--- src/rtl/cpu_mem_arbiter.sv ---
// Shares one variable-latency memory port between the CPU's instruction fetch and data access.
// Each pipeline step runs an optional data access, then a fetch, then releases the CPU for one clock.
module cpu_mem_arbiter #(
  parameter int             XLEN     = 32,
  parameter int             TIMEOUT  = 16,
  parameter logic [XLEN-1:0] NOP_INST = XLEN'(32'h00000013)
) (
  input  logic            clk,
  input  logic            rst_n,
  input  logic [XLEN-1:0] IM_address,
  input  logic            IM_enable,
  output logic [XLEN-1:0] IM_out,
  input  logic [XLEN-1:0] DM_address,
  input  logic [XLEN-1:0] DM_in,
  input  logic            DM_enable,
  input  logic            DM_write,
  output logic [XLEN-1:0] DM_out,
  output logic            stall,
  output logic            mem_req,
  output logic            mem_we,
  output logic [XLEN-1:0] mem_addr,
  output logic [XLEN-1:0] mem_wdata,
  input  logic [XLEN-1:0] mem_rdata,
  input  logic            mem_ready,
  output logic            err
);

  typedef enum logic [1:0] {
    ST_ARB     = 2'd0,
    ST_DATA    = 2'd1,
    ST_FETCH   = 2'd2,
    ST_RELEASE = 2'd3
  } state_t;

  localparam logic [7:0] WAIT_LAST = 8'(TIMEOUT - 1);

  state_t          state_q, state_d;
  logic [7:0]      wait_cnt_q, wait_cnt_d;
  logic [XLEN-1:0] im_out_q, im_out_d;
  logic [XLEN-1:0] dm_out_q, dm_out_d;
  logic            err_q, err_d;
  logic            timed_out;

  // Fetch is always requested each step, so the enable carries no information.
  logic unused_im_enable;
  assign unused_im_enable = IM_enable;

  always_ff @(posedge clk or negedge rst_n) begin
    if (!rst_n) begin
      state_q    <= ST_ARB;
      wait_cnt_q <= '0;
      im_out_q   <= '0;
      dm_out_q   <= '0;
      err_q      <= 1'b0;
    end else begin
      state_q    <= state_d;
      wait_cnt_q <= wait_cnt_d;
      im_out_q   <= im_out_d;
      dm_out_q   <= dm_out_d;
      err_q      <= err_d;
    end
  end

  // The wait counter only survives while an access keeps waiting; any state change clears it.
  always_comb begin
    state_d    = state_q;
    wait_cnt_d = '0;
    im_out_d   = im_out_q;
    dm_out_d   = dm_out_q;
    err_d      = err_q;
    stall      = 1'b1;
    mem_req    = 1'b0;
    mem_we     = 1'b0;
    mem_addr   = '0;
    mem_wdata  = '0;
    timed_out  = (wait_cnt_q == WAIT_LAST);

    case (state_q)
      ST_ARB: begin
        state_d = DM_enable ? ST_DATA : ST_FETCH;
      end
      ST_DATA: begin
        mem_req   = 1'b1;
        mem_we    = DM_write;
        mem_addr  = DM_address;
        mem_wdata = DM_in;
        if (mem_ready) begin
          if (!DM_write) begin
            dm_out_d = mem_rdata;
          end
          state_d = ST_FETCH;
        end else if (timed_out) begin
          err_d   = 1'b1;
          state_d = ST_FETCH;
        end else begin
          wait_cnt_d = wait_cnt_q + 8'd1;
        end
      end
      ST_FETCH: begin
        mem_req  = 1'b1;
        mem_addr = IM_address;
        if (mem_ready) begin
          im_out_d = mem_rdata;
          state_d  = ST_RELEASE;
        end else if (timed_out) begin
          im_out_d = NOP_INST;
          err_d    = 1'b1;
          state_d  = ST_RELEASE;
        end else begin
          wait_cnt_d = wait_cnt_q + 8'd1;
        end
      end
      ST_RELEASE: begin
        stall   = 1'b0;
        state_d = ST_ARB;
      end
      default: begin
        state_d = ST_ARB;
      end
    endcase
  end

  assign IM_out = im_out_q;
  assign DM_out = dm_out_q;
  assign err    = err_q;

endmodule

--- config.mk ---
export PLATFORM = sky130hd
export DESIGN_NAME = cpu_mem_arbiter
export DESIGN_NICKNAME = d
export VERILOG_FILES = /design/src/rtl/cpu_mem_arbiter.sv
export SDC_FILE = /design/constraint.sdc
export NUM_CORES = 1
export LEC_CHECK = 0
export BUFFER_PORTS_ARGS = -buffer_cell sky130_fd_sc_hd__buf_2
export CAP_MARGIN = 20
export CORE_AREA = 2 2 102 104
export DETAILED_ROUTE_END_ITERATION = 16
export DIE_AREA = 0 0 104 106
export MAX_ROUTING_LAYER = met4
export PLACE_DENSITY = 0.83
export SLEW_MARGIN = 5
export SYNTH_ARGS = -nofsm -noshare
export SYNTH_HDL_FRONTEND = slang
export SYNTH_SLANG_ARGS = --single-unit
--- constraint.sdc ---
create_clock -name clk -period 3.2 [get_ports clk]
set_input_delay 0.32 -clock clk [delete_from_list [all_inputs] [get_ports clk]]
set_output_delay 0.32 -clock clk [all_outputs]
set_load 0.05 [all_outputs]
After elaboration in Yosys (flattened, before gate mapping)
Cells that the tools add are included.

cells by class
  add/subtract/negate cells = 1
  equality and inequality tests = 6
  multiplexer cells = 16
  bitwise logic cells = 2
  reduce and logical (&&, ||, !) cells = 7

operators with widths
  cell                                           number
  2-to-1 mux 32 bit                              3
  case mux 32 bit (2 select lines)               1
  2-to-1 mux 8 bit                               3
  2-to-1 mux 2 bit                               5
  adder 8 x 1 -> 8 bit, second input constant    1
  == test 8 x 4 -> 1 bit, second input constant  1
  case mux 2 bit (4 select lines)                1
  inequality test 3 bit, second input constant   2
  AND reduction 3 bit                            2
  == test 2 bit, second input constant           2
  AND reduction 2 bit                            2
  2-to-1 mux 1 bit                               3
  == test 2 x 1 -> 1 bit, second input constant  1
  logical NOT 2 bit                              1
  inverter 1 bit                                 2
  nonzero test 2 bit                             1
  OR reduction 2 bit                             1

storage, ports and cells
  bits in registers = 75
  output and inout port bits = 132
  word-level logic and storage cells = 37

Depth between registers and ports, before layout
  word-level depth = 4
  gate-level depth with buffers = 7
  mapped depth without buffers = 5

Worst setup path after synthesis
No wires, ideal clock.

  path type = flip-flop to output port
  start = register state_q[0]
  end = output port mem_addr[0]
  arrival = 2.092 ns
  path slack = 0.788 ns
  cell stages (with the launch flop) = 6
  cells stage by stage = dfrtp_1 inv_1 ha_1 inv_1 clkbuf_1 nor2_1

between the ends
  word-level cells in the longest chain between the ends = 2
  elaborated cells on any way between the ends = 3
  classes of those cells = eq/ne (2); mux (1)

ends and longest elaborated chain
  element                                                  line  text
  start, declared                                          37    state_t state_q, state_d;
  start signal, assigned                                   56    state_q <= state_d;
  == test 2 bit or == test 2 x 1 -> 1 bit (tied branches)  78    case (state_q)
  case mux 32 bit (2 select lines) (*)                     78
  end, declared                                            21    output logic [XLEN-1:0] mem_addr,

Every way passes the cells marked *; elsewhere a longest branch is shown, timed or not.

Worst setup path in the final report
  start = register state_q[1]
  end = output port mem_addr[30]

The elaborated chain is that of the path after synthesis.

==> impl_metrics.ini <==
[outcome]
status = finished, final reports clean

[clocking]
root_buffer = clkbuf_8
numCtsBuffers = 9
clockBufferDepth = 2
ctsResizeCount = 0
cts_max_level = 3
cts_hold_buf = 0
cts_sinks = 75
clock_latency_ns = 0.33
clkTransAtPathRegs_ns = 0.08
cts_tree = built
postCtsSetupBuffers = 0

[yosys]
syn_area_um2 = 3902
synth_edf_count = 0
ys_seq_area_share_pct = 48.09
synth_nets = 549
synthDistinctLibCells = 35
synth_area_per_cell_um2 = 9.518
synth-seq-cells = 75
ys_async_sr_fraction_pct = 100.0
synth-warning-count = 0
synthCells = 410
ys.flop_type = dfrtp_1

[die]
ios = 266
dieArea_um2 = 11020
fp.dieW_um = 104
floorplan.initialDensity_pct = 39.03
die_y_um = 106
rows = 37
core-area_um2 = 10000

[timing]
max_slew_margin_pct = 35.91
post-route-min-period_ns = 2.622
worst_pin_slew_ns = 0.9613
finalHoldViolCount = 0
max_freq_mhz = 381.4
fin_setup_tns_ns = 0
holdWs_ns = 0.1208
rsz0062_at_grt = false
setup_viol = 0
maxSlewViolCount = 0
fin_skew_ns = 0.009892
fin_crit_sh_pct = 81.94

[power]
internal_power_mw = 2.995
combPwrFrac_pct = 68.2
leakage_nw = 2.874
switching_share_pct = 59.62
vdd_drop_max_v = 0.0007773
power_frac_seq_pct = 22.2
switchingPower_mw = 4.423
power_density_nw_per_um2 = 1341
pwr-share-clk_pct = 9.6

[critical_path]
r2r_setup_slack_ns = 0.86
crit_path_max_incr_delay_ns = 0.59
worstReg2RegEnd = IM_out[20]
path_delay_family = buffers and inverters
cp-start-kind = flip-flop
crit_type = reg2out
cp.depth = 6
r2r-start = state_q[0]
crit_fanout = 46
worstPathArrival_ns = 2.30
critPathBufInv = 3
reg2regPathDepth = 7
path_cells = inv_1 -> ha_2 -> buf_4 -> a22oi_1 -> nor2_1 -> buf_2
cpMaxStageDelayCell = ha_2
required_ns = 2.88
endpoint_kind = output pin

[final_layout]
final_nets = 803
drive_gt1_share_pct = 48.28
mostFrequentLayoutCell = buf_2
syn_to_final_growth_pct = 41.74
layout_common_cells = buf_2 (263), dfrtp_1 (75), nor2_1 (37)
diodes = 0

[drt]
viasPerCell = 5.176
route.detailed.drc = 0
antenna_left = 0
routed_wl_um = 14110
wl_per_cell_um = 17.53
drtIter0Drc = 326
vias = 4167
drtPass1Iterations = 6

[global_routing]
grt_pass1_wl_um = 21020
antenna_found_initial = 0
grt_remaining_overflow = 0
grt_max_degree = 76
grt_pass1_vias = 3911
grt_usage_pct = 24.92

[hold_path]
worstHoldPathType = in2async

[placement]
place_congestion = 0.9648
port_buffers = 264
dp_hpwl_um = 11130

[flow_run]
maxCapViolations = 0
==> synthesized netlist by cell type (2+ instances only) <==
cell type,instances,share of area [%]
inv_1,6,0.58
a21oi_1,36,4.6
ha_1,5,1.6
buf_2,5,0.64
nor2_1,37,3.6
nand3_1,3,0.38
and2_1,35,5.6
clkbuf_2,2,0.26
nand2_1,33,3.2
dfrtp_1,75,48
nor2b_1,30,4.8
clkbuf_1,18,1.7
o21ai_0,32,4.1
buf_1,4,0.38
mux2_2,32,9.2
a22oi_1,32,6.2
or3_1,3,0.48
mux2i_1,3,0.77
o22ai_1,3,0.48
==> worst max path at each step <==
| stage | from | endpoint | slack, ns |
|---|---|---|---|
| after CTS | state_q[1] | mem_addr[24] | 0.59 |
| after detailed placement | state_q[0] | IM_out[13] | 0.87 |
| after global placement | state_q[0] | IM_out[23] | 1.03 |
| after floorplan | state_q[0] | mem_addr[0] | 0.79 |
| after global routing | state_q[1] | mem_addr[24] | 0.43 |
| final | state_q[1] | mem_addr[30] | 0.58 |
==> per-stage QoR <==
stage	area, um^2	utilization (%)	power (mW)	worst slack, ns	std cells
6_report	5532	55.32	7.419	0.5781	805
3_3_place_gp	5344	53.44	6.602	1.028	789
5_1_grt	5532	55.32	7.789	0.4287	805
3_5_place_dp	5344	53.44	6.724	0.8708	789
4_1_cts	5532	55.32	7.435	0.5907	805
2_1_floorplan	3902	-	5.446	0.7881	410
==> area by class of cell <==
class | count | area [um^2]
clock buffer | 14 | 152.6
fill | 924 | 4468
inverter | 6 | 22.52
multi-input combinational | 299 | 1883
clock inverter | 2 | 35.03
tap | 136 | 170.2
timing repair buffer | 273 | 1391
sequential | 75 | 1877
==> sequential cells by signal (all words and copies together) (netlist names) <==
name	flops
DM_out	32
IM_out	32
err	1
state_q	2
wait_cnt_q	8
==> per-layer routing <==
metal	up-vias	GRT usage (%)	wire [um]
li1	1919	-	-
met1	1982	31.50	5665
met2	233	38.67	6707
met3	33	7.419	1354
met4	0	8.012	384
met5	-	-	0
==> worst reg2reg max path, cell delays in order, from the launching register on <==
cell	delay [ns]
dfrtp_1	0.41
inv_1	0.12
ha_2	0.60
buf_4	0.49
and2_1	0.24
buf_4	0.21
a21oi_1	0.09
o21ai_0	0.09
==> power by group through the flow <==
stage                     combinational [mW]  sequential (mW)  clock [mW]
after floorplan                         2.44             3.01           0
after detailed placement                5.06             1.66           0
after CTS                               5.07             1.65       0.723
after global placement                  4.98             1.62           0
final                                   5.06             1.65       0.712
after global routing                    5.31             1.70       0.770
==> cell families (layout without fill, tap and decap cells) <==
| kind of cell | Yosys count | in the layout | synth area share (%) |
|---|---|---|---|
| fa+ha+maj | 5 | 5 | 1.603 |
| buf+inv | 36 | 295 | 3.783 |
| flops | 75 | 75 | 48.09 |
| simple gates | 149 | 149 | 19.59 |
| xor+xnor | 1 | 1 | 0.2245 |
| compound gates | 108 | 108 | 16.42 |
| mux | 36 | 36 | 10.29 |
(Power assumes the default switching activity.)
